### src/rtl/onehot_3to8_strobe_decoder.sv
`default_nettype none
// ============================================================================
// Module   : onehot_3to8_strobe_decoder
// Purpose  : Sequenced 3-to-8 one-hot decoder. Accepts {index, hold length}
//            over valid/ready, drives one output line for in_len+1 cycles,
//            then forces an all-zero gap of GAP_CYCLES cycles so consecutive
//            selections are break-before-make.
// Revision : 1.0 - initial release
// ============================================================================
module onehot_3to8_strobe_decoder #(
  parameter int GAP_CYCLES = 1,   // all-zero cycles after each strobe, 1..15
  parameter int LEN_W      = 4    // width of the hold-length field
) (
  input  logic             clk,
  input  logic             rst_n,
  input  logic             in_valid,
  output logic             in_ready,
  input  logic [2:0]       in_idx,
  input  logic [LEN_W-1:0] in_len,
  output logic [7:0]       O,
  output logic             busy,
  output logic             done
);

  // --------------------------------------------------------------------------
  // State encoding and constants
  // --------------------------------------------------------------------------
  localparam logic [1:0] c_st_idle   = 2'd0;
  localparam logic [1:0] c_st_active = 2'd1;
  localparam logic [1:0] c_st_gap    = 2'd2;

  localparam int         c_gap_w     = 4;
  // Gap counter counts down to zero, so it is loaded with one less than the
  // number of gap cycles wanted.
  localparam logic [c_gap_w-1:0] c_gap_load = c_gap_w'(GAP_CYCLES - 1);
  localparam logic [c_gap_w-1:0] c_gap_one  = c_gap_w'(1);
  localparam logic [LEN_W-1:0]   c_len_one  = {{(LEN_W-1){1'b0}}, 1'b1};

  // --------------------------------------------------------------------------
  // Flops (_q) and their next values (_d)
  // --------------------------------------------------------------------------
  logic [1:0]         state_q,    state_d;
  logic [2:0]         idx_q,      idx_d;
  logic [LEN_W-1:0]   len_cnt_q,  len_cnt_d;
  logic [c_gap_w-1:0] gap_cnt_q,  gap_cnt_d;
  logic [7:0]         o_q,        o_d;
  logic               busy_q,     busy_d;
  logic               done_q,     done_d;
  logic               in_ready_q, in_ready_d;

  // State register plus registered outputs; reset aborts any strobe at once.
  always_ff @(posedge clk or negedge rst_n) begin
    if (!rst_n) begin
      state_q    <= c_st_idle;
      idx_q      <= 3'd0;
      len_cnt_q  <= '0;
      gap_cnt_q  <= '0;
      o_q        <= 8'h00;
      busy_q     <= 1'b0;
      done_q     <= 1'b0;
      in_ready_q <= 1'b1;
    end else begin
      state_q    <= state_d;
      idx_q      <= idx_d;
      len_cnt_q  <= len_cnt_d;
      gap_cnt_q  <= gap_cnt_d;
      o_q        <= o_d;
      busy_q     <= busy_d;
      done_q     <= done_d;
      in_ready_q <= in_ready_d;
    end
  end

  // Next-state logic: capture on accept, count down the hold, then the gap.
  always_comb begin
    state_d   = state_q;
    idx_d     = idx_q;
    len_cnt_d = len_cnt_q;
    gap_cnt_d = gap_cnt_q;
    case (state_q)
      c_st_idle: begin
        // Inputs are sampled only here; while busy they are ignored and a
        // pending in_valid simply waits for the return to IDLE.
        if (in_valid) begin
          state_d   = c_st_active;
          idx_d     = in_idx;
          len_cnt_d = in_len;
        end
      end
      c_st_active: begin
        // Counting down from in_len to zero gives in_len+1 cycles and never
        // wraps, even for the all-ones length.
        if (len_cnt_q == '0) begin
          state_d   = c_st_gap;
          gap_cnt_d = c_gap_load;
        end else begin
          len_cnt_d = len_cnt_q - c_len_one;
        end
      end
      c_st_gap: begin
        if (gap_cnt_q == '0) begin
          state_d = c_st_idle;
        end else begin
          gap_cnt_d = gap_cnt_q - c_gap_one;
        end
      end
      default: begin
        state_d = c_st_idle;
      end
    endcase
  end

  // Output logic: computed from the next state so every output is a flop and
  // in_ready depends on state only, never combinationally on in_valid.
  always_comb begin
    o_d        = 8'h00;
    busy_d     = (state_d != c_st_idle);
    done_d     = (state_q == c_st_active) && (state_d == c_st_gap);
    in_ready_d = (state_d == c_st_idle);
    if (state_d == c_st_active) begin
      o_d = 8'h01 << idx_d;
    end
  end

  assign O        = o_q;
  assign busy     = busy_q;
  assign done     = done_q;
  assign in_ready = in_ready_q;

endmodule
`default_nettype wire

### config.mk
export PLATFORM = sky130hd
export DESIGN_NAME = onehot_3to8_strobe_decoder
export DESIGN_NICKNAME = d
export VERILOG_FILES = /design/src/rtl/onehot_3to8_strobe_decoder.sv
export SDC_FILE = /design/constraint.sdc
export NUM_CORES = 1
export LEC_CHECK = 0
export CAP_MARGIN = 15
export CELL_PAD_IN_SITES_DETAIL_PLACEMENT = 1
export CELL_PAD_IN_SITES_GLOBAL_PLACEMENT = 1
export CORE_MARGIN = 8
export CORE_UTILIZATION = 27
export CTS_BUF_LIST = sky130_fd_sc_hd__clkbuf_4 sky130_fd_sc_hd__clkbuf_8 sky130_fd_sc_hd__clkbuf_16
export DETAILED_ROUTE_END_ITERATION = 6
export GPL_ROUTABILITY_DRIVEN = 0
export PLACE_DENSITY = 0.65
export SLEW_MARGIN = 10
export SYNTH_ARGS = -nofsm -noshare
export SYNTH_HDL_FRONTEND = slang
export SYNTH_SLANG_ARGS = --single-unit
### constraint.sdc
create_clock -name clk -period 1.59 [get_ports clk]
set_input_delay 0.318 -clock clk [delete_from_list [all_inputs] [get_ports clk]]
set_output_delay 0.318 -clock clk [all_outputs]
set_load 0.005 [all_outputs]
==> reports/qor.log <==
[timing] worst max-slew margin expressed relative to the limit 0.793
[logic_synthesis] Synth Instances 89
[final_layout] final-layout fill cell count 404
[logic_synthesis] flip-flop cell with the highest count after synthesis sky130_fd_sc_hd__dfrtp_1
[grt] Global Route Usage Sum 0.105
[route] DRC 0
[route] post-route ant nets 0
[setup_path] critical path endpoint category flip-flop
[power] clock network power share 0.165
[setup_path] Worst EP arrival 1.76 ns
[setup_path] Required @ worst endpoint 1.78 ns
[final_layout] number of nets in the finished design 147
[power] IR drop worst, VDD 477 uV
[timing] number of failing setup endpoints in the final timing report 0
[route] Vias/cell 4.75
[logic_synthesis] register area share after synthesis 0.575
[grt] number of antenna violations at the first check in global routing 0
[timing] setup repair after global routing missed its margin true
[power] areal power density over the cells 1930 nW/um2
[logic_synthesis] post-synthesis net count 101
[placed_design] count of buffers inserted at the top-level ports 20
[power] total internal power 2.09 mW
[power] switching part of the total 0.365
[clocking] clock latency of the later-clocked register in the worst-skew pair 0.28 ns
[min_path] path category of the worst min-delay check in -> async
[timing] Final Slew Violations 0
[route] total detailed-routing wirelength 2980 um
[route] number of search-and-repair iterations in the first detailed-routing pass 3
[floorplan] die span in y 78.2 um
[setup_path] reg-to-reg setup timing slack 0.02 ns
[logic_synthesis] Yosys warning count 0
[grt] pin count of the biggest net entering global routing 25
[floorplan] I/O pin total 21
[logic_synthesis] most common cell in the synthesized netlist sky130_fd_sc_hd__dfrtp_1
[timing] final hold violation count 0
[status] status finished clean
[timing] final critical path time including I/O delays and setup 1.57 ns
[floorplan] die outline area 6120 um2
[placed_design] Placement Cell Area 1410 um2
[route] Initial DRC Count 39
[logic_synthesis] commonest cells in the synthesized netlist sky130_fd_sc_hd__dfrtp_1, sky130_fd_sc_hd__inv_1, sky130_fd_sc_hd__nor4_1
[power] Sw Pwr 1.20 mW
[power] sequential fraction of design power 0.295
[final_layout] fraction of final layout cells sized beyond drive strength 1 0.373
[timing] final period utilization 0.989
[clocking] clock tree sinks 24
[power] Gate power share 0.540
[clocking] number of CTS-inserted buffers 3
[final_layout] ant diodes 0
[clocking] CTS root buf sky130_fd_sc_hd__clkbuf_8
[logic_synthesis] flops & latches, synth 24
[timing] f_max 0.636 GHz
[setup_path] worst r2r src state_q[1]$_DFF_PN0_
[logic_synthesis] Synth top area share 0.550
[grt] global-route wire length before repair 5100 um
[placed_design] estimated wirelength of the detail-placed design 1970 um
[setup_path] Critical Path Start Type flip-flop
[logic_synthesis] post-synthesis cell type count 32
[logic_synthesis] Async S/R FF share, synth 1.00
[floorplan] starting density of the core 0.284
[floorplan] area of the core 3690 um2
[timing] WHS 0.394 ns
[power] leakage 0.724 nW
[final_layout] Synth-to-Final Area Change 63.4%
[final_layout] post-route standard cell area excluding fillers 1710 um2
[floorplan] Die X 78.2 um
[logic_synthesis] number of synthesized flops with an enable pin 0
[logic_synthesis] post-synthesis cell area 1050 um2
[setup_path] worst reg-to-reg path cell count 5
[route] total via count in the routed design 865
[timing] slew at the pin with the worst max-slew slack 0.311 ns
[clocking] H-tree lvl count 1
[clocking] clock tree from TritonCTS yes
[clocking] CTS Buffer Depth 2
[grt] overall overflow remaining after global route 0
[run] number of max-cap violations 0
[floorplan] Placement Rows 22
[setup_path] endpoint of the worst register-to-register path O[0]$_DFF_PN0_
[setup_path] maximum fanout encountered on the critical timing path 5
[logic_synthesis] leading area contributor after synthesis sky130_fd_sc_hd__dfrtp_1
[timing] clock skew 0.00278 ns
[timing] final setup TNS 0 ns
[clocking] clock slew at the register clock pins of the worst setup and hold paths 0.09 ns
[logic_synthesis] top post-synthesis cells by area sky130_fd_sc_hd__dfrtp_1, sky130_fd_sc_hd__nor4_1, sky130_fd_sc_hd__inv_1
[route] routed wirelength normalized by instance count 16.4 um
[logic_synthesis] average cell area after synthesis 11.8 um2
[setup_path] critical setup path kind reg -> reg
[grt] number of global-route vias before repair 1014
[clocking] # hold bufs at CTS 0
[area by class of cell]
type                    count  area, um2  share of cell area
repair buffers             42        370               0.217
well taps                  48       60.1              0.0351
flip-flops and latches     24        602               0.352
clock buffers               3       41.3              0.0242
multi-input cells          52        558               0.327
inverters                  12       47.5              0.0278
clock inverters             1       30.0              0.0176
[sequential cells by signal, summed over array words and instances (netlist names)]
register	flops
in_ready	1
idx_q	3
O	8
gap_cnt_q	4
done	1
busy	1
state_q	2
len_cnt_q	4
[critical path, stage by stage, from the launching register on]
cell,delay [ns]
sky130_fd_sc_hd__dfrtp_1,0.42
sky130_fd_sc_hd__nor3b_4,0.26
sky130_fd_sc_hd__buf_6,0.16
sky130_fd_sc_hd__mux2i_4,0.27
sky130_fd_sc_hd__inv_4,0.09
sky130_fd_sc_hd__nor4_2,0.28
[layer usage]
| metal | wire (um) | up-vias | GRT usage |
|---|---|---|---|
| met4 | 82 | 0 | 0.0667 |
| li1 | - | 413 | - |
| met3 | 92 | 5 | 0.0171 |
| met2 | 1570 | 11 | 0.184 |
| met1 | 1240 | 436 | 0.115 |
| met5 | 0 | - | 0 |
[cells in the final DEF (no fill, tap or decap), types with 3 or more instances in the layout]
cell type | Yosys | routed
sky130_fd_sc_hd__clkbuf_8 | 0 | 3
sky130_fd_sc_hd__nor4_2 | 0 | 4
sky130_fd_sc_hd__o21ai_0 | 5 | 5
sky130_fd_sc_hd__inv_1 | 9 | 9
sky130_fd_sc_hd__buf_4 | 0 | 20
sky130_fd_sc_hd__a211oi_1 | 3 | 3
sky130_fd_sc_hd__clkdlybuf4s50_1 | 0 | 18
sky130_fd_sc_hd__mux2i_4 | 0 | 3
sky130_fd_sc_hd__nand3_1 | 4 | 4
sky130_fd_sc_hd__dfrtp_1 | 23 | 23
sky130_fd_sc_hd__nor4_4 | 0 | 4
[how the worst max path moves through the flow]
stage,start,cells after the start,endpoint,slack (ns)
3_3_place_gp,in_valid,5,O[0]$_DFF_PN0_,-0.38
6_report,state_q[1]$_DFF_PN0_,5,O[0]$_DFF_PN0_,0.02
5_1_grt,state_q[1]$_DFF_PN0_,5,O[0]$_DFF_PN0_,-0.04
2_1_floorplan,len_cnt_q[0]$_DFFE_PN0P_,6,O[0]$_DFF_PN0_,0.02
4_1_cts,len_cnt_q[0]$_DFFE_PN0P_,6,len_cnt_q[0]$_DFFE_PN0P_,0.02
3_5_place_dp,in_valid,5,O[4]$_DFF_PN0_,-0.41
[power by group through the flow]
stage	Clock, mW	Combinational (mW)	Sequential (mW)
5_1_grt	0.580	1.92	1.00
6_report	0.544	1.78	0.970
3_3_place_gp	0	1.21	0.954
2_1_floorplan	0	0.602	0.972
3_5_place_dp	0	1.25	0.968
4_1_cts	0.555	1.53	0.969
[logic make-up after synthesis]
logic type / count (synthesis) / synth area share
adder cells (fa/ha/maj): 2 / 0.0239
AO/OA/AOI/OAI: 17 / 0.120
AND/OR/NAND/NOR: 28 / 0.178
multiplexers: 5 / 0.0550
buffers and inverters: 13 / 0.0478
flip-flops: 24 / 0.575
[per-stage QoR]
stage	power (mW)	setup WS [ns]	util	cells
floorplan	1.57	0.0236	-	89
global placement	2.17	-0.380	0.383	171
detailed placement	2.22	-0.413	0.383	171
CTS	3.05	0.0182	0.439	180
global route	3.50	-0.0421	0.463	182
finish	3.29	0.0178	0.463	182
[what timing repair did]
item                                    4_1_cts  5_1_grt
pin swaps                                     2        3
endpoints found under the setup margin       13       10
buffers inserted                              5        2
gates resized for setup                      19       12
Power figures use the tool's default switching activity.
